## config.mk

```make
export PLATFORM = sky130hd
export DESIGN_NAME = andrew_damasta
export DESIGN_NICKNAME = d
export VERILOG_FILES = /design/src/rtl/andrew_damasta.sv
export SDC_FILE = /design/constraint.sdc
export NUM_CORES = 1
export LEC_CHECK = 0
export CORE_ASPECT_RATIO = 1.25
export CORE_UTILIZATION = 40
export DETAILED_ROUTE_END_ITERATION = 10
export PLACE_DENSITY = 0.65
export SYNTH_ARGS = -nofsm -noshare
export SYNTH_HDL_FRONTEND = slang
export SYNTH_SLANG_ARGS = --single-unit
export TNS_END_PERCENT = 20
```

## constraint.sdc

```tcl
create_clock -name clk -period 3.2 [get_ports clk]
set_input_delay 0.8 -clock clk [delete_from_list [all_inputs] [get_ports clk]]
set_output_delay 0.8 -clock clk [all_outputs]
set_load 0.005 [all_outputs]
```

## src/rtl/andrew_damasta.sv

```systemverilog
// andrew_damasta: 8-bit accumulator ALU for the tiny-tapeout tile.
// A command runs once per rising edge of the strobe (ui_in[3]). The
// accumulator or the status byte is muxed onto uo_out by ui_in[7].
module andrew_damasta (
  input  logic       clk,
  input  logic       rst_n,   // active-high synchronous reset despite the name
  input  logic       ena,
  input  logic [7:0] ui_in,
  input  logic [7:0] uio_in,
  output logic [7:0] uo_out,
  output logic [7:0] uio_out,
  output logic [7:0] uio_oe
);

  typedef enum logic [2:0] {
    OP_NOP   = 3'd0,
    OP_LOAD  = 3'd1,
    OP_ADD   = 3'd2,
    OP_SUB   = 3'd3,
    OP_AND   = 3'd4,
    OP_OR    = 3'd5,
    OP_XOR   = 3'd6,
    OP_SHIFT = 3'd7
  } op_e;

  logic [7:0] acc_q, acc_d;
  logic       z_q, z_d;
  logic       n_q, n_d;
  logic       c_q, c_d;
  logic       v_q, v_d;
  logic [3:0] cnt_q, cnt_d;
  logic       stb_q, stb_d;

  op_e        op_s;
  logic       mod_s;
  logic [7:0] opb_s;
  logic       exec_s;
  logic       cin_s;
  logic [8:0] sum_s;
  logic [8:0] diff_s;
  logic [7:0] res_s;

  // Only bits 6:5 of the command bus carry no meaning.
  logic       unused_s;
  assign unused_s = &{1'b0, ui_in[6:5]};

  // Decode the command bus and compute the next register state.
  always_comb begin
    op_s   = op_e'(ui_in[2:0]);
    mod_s  = ui_in[4];
    opb_s  = uio_in;
    // Execute only on a fresh strobe rising edge while enabled.
    exec_s = ena & ui_in[3] & ~stb_q;
    cin_s  = mod_s & c_q;
    // 9-bit arithmetic: bit 8 is carry-out for ADD and borrow for SUB.
    sum_s  = {1'b0, acc_q} + {1'b0, opb_s} + {8'h00, cin_s};
    diff_s = {1'b0, acc_q} - {1'b0, opb_s} - {8'h00, cin_s};
    res_s  = acc_q;
    acc_d  = acc_q;
    z_d    = z_q;
    n_d    = n_q;
    c_d    = c_q;
    v_d    = v_q;
    cnt_d  = cnt_q;
    stb_d  = ui_in[3];
    if (exec_s) begin
      cnt_d = cnt_q + 4'd1;
      case (op_s)
        OP_NOP: begin
          res_s = acc_q;
        end
        OP_LOAD: begin
          res_s = opb_s;
          c_d   = 1'b0;
          v_d   = 1'b0;
        end
        OP_ADD: begin
          res_s = sum_s[7:0];
          c_d   = sum_s[8];
          v_d   = (acc_q[7] == opb_s[7]) && (sum_s[7] != acc_q[7]);
        end
        OP_SUB: begin
          res_s = diff_s[7:0];
          c_d   = diff_s[8];
          v_d   = (acc_q[7] != opb_s[7]) && (diff_s[7] != acc_q[7]);
        end
        OP_AND: begin
          res_s = acc_q & opb_s;
          c_d   = 1'b0;
          v_d   = 1'b0;
        end
        OP_OR: begin
          res_s = acc_q | opb_s;
          c_d   = 1'b0;
          v_d   = 1'b0;
        end
        OP_XOR: begin
          res_s = acc_q ^ opb_s;
          c_d   = 1'b0;
          v_d   = 1'b0;
        end
        OP_SHIFT: begin
          if (mod_s) begin
            res_s = {1'b0, acc_q[7:1]};
            c_d   = acc_q[0];
          end else begin
            res_s = {acc_q[6:0], 1'b0};
            c_d   = acc_q[7];
          end
          v_d = 1'b0;
        end
        default: begin
          res_s = acc_q;
        end
      endcase
      // NOP leaves the accumulator and every flag untouched.
      if (op_s != OP_NOP) begin
        acc_d = res_s;
        z_d   = (res_s == 8'h00);
        n_d   = res_s[7];
      end else begin
        acc_d = acc_q;
      end
    end else begin
      cnt_d = cnt_q;
    end
  end

  // State registers; reset wins over a coinciding strobe.
  always_ff @(posedge clk) begin
    if (rst_n) begin
      acc_q <= 8'h00;
      z_q   <= 1'b0;
      n_q   <= 1'b0;
      c_q   <= 1'b0;
      v_q   <= 1'b0;
      cnt_q <= 4'd0;
      stb_q <= 1'b0;
    end else begin
      acc_q <= acc_d;
      z_q   <= z_d;
      n_q   <= n_d;
      c_q   <= c_d;
      v_q   <= v_d;
      cnt_q <= cnt_d;
      stb_q <= stb_d;
    end
  end

  // Output view select: accumulator or status byte, no side effects.
  always_comb begin
    if (ui_in[7]) begin
      uo_out = {cnt_q, v_q, c_q, n_q, z_q};
    end else begin
      uo_out = acc_q;
    end
  end

  assign uio_out = 8'h00;
  assign uio_oe  = 8'h00;

endmodule

```

==> out/qor.tcl, run 1 <==
set qor(ys_async_sr_fraction_pct) 0
set qor(power.leakage_nw) 1.43
set qor(detail_route.wl_per_cell_um) 14.7
set qor(cap_viol_max_count) 0
set qor(clock_tree_buf_depth) 2
set qor(post_synth_instance_area_um2) 2560
set qor(drive_gt1_share_pct) 24.6
set qor(first_global_vias) 2489
set qor(critical_path.max_fanout) 3
set qor(dp_slack_ns) -0.574
set qor(multiInputGateArea_um2) 2090
set qor(grt_start_max_net_pins) 41
set qor(gr-usage-all-layers_pct) 21.6
set qor(antenna-diode-count) 0
set qor(tritoncts_buffers) 3
set qor(avgSynthCellArea_um2) 7.86
set qor(outcome) {finished clean}
set qor(number_of_synthesized_flops_with_an_enable_pin) 0
set qor(wire_length_reported_by_the_detailed_router_mm) 7.00
set qor(clock-skew-final_ns) 0.00326
set qor(setup_tns_after_final_layout_ns) 0
set qor(r2r.worst_path.cells) 7
set qor(vias) 2565
set qor(synth-seq-cells) 16
set qor(rsz0062_at_grt) {yes}
set qor(final_setup_vio_count) 0
set qor(maxClockFrequency_ghz) 0.319
set qor(post_detailed_route_drc_marker_count) 0
set qor(post_layout_cell_count) 476
set qor(place_area_um2) 3150
set qor(row_count) 32
set qor(synth_sequential_area_ratio_pct) 12.5
set qor(route.detailed.vias_per_inst) 5.39
set qor(grt_overflow_total) 0
set qor(yosys_most_used_dff) {dfxtp_1}
set qor(num_io_pins) 43
set qor(tritoncts) {built}
set qor(overall_power_consumption_mw) 0.915
set qor(cts_root_buf) {clkbuf_8}
set qor(port-buffer-count) 24
set qor(final.period_utilization_pct) 97.9
set qor(place.gp.congestion) 0.927
set qor(core_area_um2) 6170
set qor(dp.final_hpwl_mm) 5.60
set qor(grt_first_pass_wirelength_mm) 11.4
set qor(layout_setup_ws_ns) 0.0669
set qor(timing.final.max_slew_violations) 0
set qor(numPlacedInstances) 469
set qor(clkSinkCount) 16
set qor(overall_die_area_um2) 6730
set qor(final_design_area_no_fill_um2) 3350
set qor(number_of_antenna_violations_at_the_first_check_in_global_routing) 0
set qor(worst_ir_drop_vdd_mv) 0.155
set qor(fin_worst_hold_slack_ns) 0.493
set qor(startpoint_type) {input pin}
set qor(power_per_cell_area_nw_per_um2) 273
set qor(timing_worst_setup_path_type) {in -> reg}
set qor(drt.antenna.violating_nets) 0
set qor(drt_pre_antenna_iters) 4
set qor(fp.dieH_um) 91.5
set qor(timing.critical_path.arrival_ns) 3.28
set qor(post_synth_inst_count) 326
set qor(timing_hold_violations_final) 0
set qor(cts.clk_slew.worst_paths_ns) 0.06
set qor(crit_path_end_kind) {flip-flop}
set qor(hold_path_class) {reg -> reg}
set qor(area.sequential_um2) 320
set qor(p_r_area_growth_vs_syn_pct) 30.7
set qor(floorplan.initialDensity_pct) 41.5
set qor(fill_cells) 612
set qor(finish.utilization_pct) 54.3
set qor(horiz_die_dim_um) 73.6
set qor(htree_num_levels) 1
set qor(synth.lib_cells_used.distinct) 70
set qor(crit_required_ns) 3.34
set qor(clk_latency_ns) 0.25
set qor(yosysWarningCount) 0
set qor(fin_crit_ns) 3.13
set qor(whs_path_depth) 2
set qor(drt_iter0_markers) 92
set qor(num-nets-final) 446
per-layer routing:
metal | up-vias | track usage, % | routed length, um
met4 | 0 | 8.81 | 184
met5 | - | 0 | 0
met3 | 17 | 2.33 | 327
met1 | 1204 | 25.4 | 2830
li1 | 1269 | - | -
met2 | 75 | 38.5 | 3650
what timing repair did:
| action | CTS | global route |
|---|---|---|
| gates cloned | 0 | 0 |
| setup endpoints to repair | 7 | 6 |
| buffers inserted | 2 | 1 |
| gates resized for setup | 10 | 20 |
| pin swaps | 9 | 13 |
| hold buffers | 0 | 0 |
synth_stat cells, types with 6 or more instances:
master	count	area share [%]
clkbuf_1	6	0.88
inv_1	29	4.2
a211oi_1	8	2.3
o211ai_1	6	1.8
ha_1	31	15
dfxtp_1	16	13
nor2b_1	6	1.5
buf_4	18	5.3
mux2i_1	7	2.7
nor2_1	24	3.5
o21ai_0	17	3.3
xor2_1	7	2.4
nand2_1	26	3.8
nand2b_1	8	2.0
a21oi_1	10	2.0
cell usage in the layout (no fill, tap or decap), types with 6 or more instances in the layout:
| master | instances |
|---|---|
| nand2b_1 | 8 |
| inv_1 | 28 |
| a21oi_1 | 10 |
| nor2_1 | 24 |
| nor2b_1 | 6 |
| o211ai_1 | 6 |
| o21ai_0 | 17 |
| buf_4 | 51 |
| clkdlybuf4s50_1 | 22 |
| nand2_1 | 25 |
| dfxtp_1 | 16 |
| conb_1 | 16 |
| ha_1 | 24 |
| xor2_1 | 7 |
| mux2i_1 | 7 |
cell families (layout without fill, tap and decap cells):
| kind of cell | after synthesis | count (layout) | share of synthesized area, % |
|---|---|---|---|
| buffers and inverters | 61 | 111 | 12.9 |
| AO/OA/AOI/OAI | 89 | 89 | 25.9 |
| AND/OR/NAND/NOR | 101 | 101 | 21.1 |
| multiplexers | 11 | 11 | 5.08 |
| flip-flops | 16 | 16 | 12.5 |
| adder cells (fa/ha/maj) | 35 | 35 | 18.3 |
| XOR/XNOR | 12 | 12 | 4.10 |
| other | 1 | 16 | 0.146 |
path summary, 6_finish.rpt:
check | from | to | slack [ns]
worst max-delay path | uio_in[3] | acc_q[7]$_SDFFE_PP0P_ | 0.07
worst min-delay path | cnt_q[1]$_SDFFE_PP0P_ | cnt_q[1]$_SDFFE_PP0P_ | 0.49
worst max register to register | acc_q[0]$_SDFFE_PP0P_ | acc_q[7]$_SDFFE_PP0P_ | 0.38
worst min register to register | cnt_q[1]$_SDFFE_PP0P_ | cnt_q[1]$_SDFFE_PP0P_ | 0.49
worst max-delay path, stage by stage:
cell,delay (ns)
clkdlybuf4s50_1,0.47
inv_1,0.05
ha_1,0.35
ha_4,0.19
or3_4,0.32
nand3b_4,0.18
a41o_1,0.26
a221o_1,0.37
o311a_1,0.29
final cells by class:
class	count	share of cell area (%)
Clock buffer	4	1.64
Timing Repair Buffer	78	19.8
Sequential cell	16	9.57
Inverter	29	3.25
Tap cell	85	3.18
Multi-Input combinational cell	264	62.5
sequential cells by signal (all words and copies together), names as in the netlist:
| signal | cells |
|---|---|
| cnt_q | 4 |
| z_q | 1 |
| acc_q | 8 |
| v_q | 1 |
| stb_q | 1 |
| c_q | 1 |
where the power goes:
group	switching [mW]	internal (mW)	leakage [nW]
Combinational	0.251	0.261	1.27
Clock	0.0716	0.109	0.0288
Sequential	0.0133	0.209	0.131
Note: power is estimated with default switching activity, not from simulation.
==> inputs of run 2 (changes only) <==
--- a/config.mk
+++ b/config.mk
@@ -7,6 +7,7 @@
 export LEC_CHECK = 0
 export CORE_ASPECT_RATIO = 1.25
 export CORE_UTILIZATION = 40
+export CTS_CLUSTER_SIZE = 25
 export DETAILED_ROUTE_END_ITERATION = 10
 export PLACE_DENSITY = 0.65
 export SYNTH_ARGS = -nofsm -noshare
==> results of run 2 <==
Same layout as run 1: the final DEF is identical, and so are final timing and power.
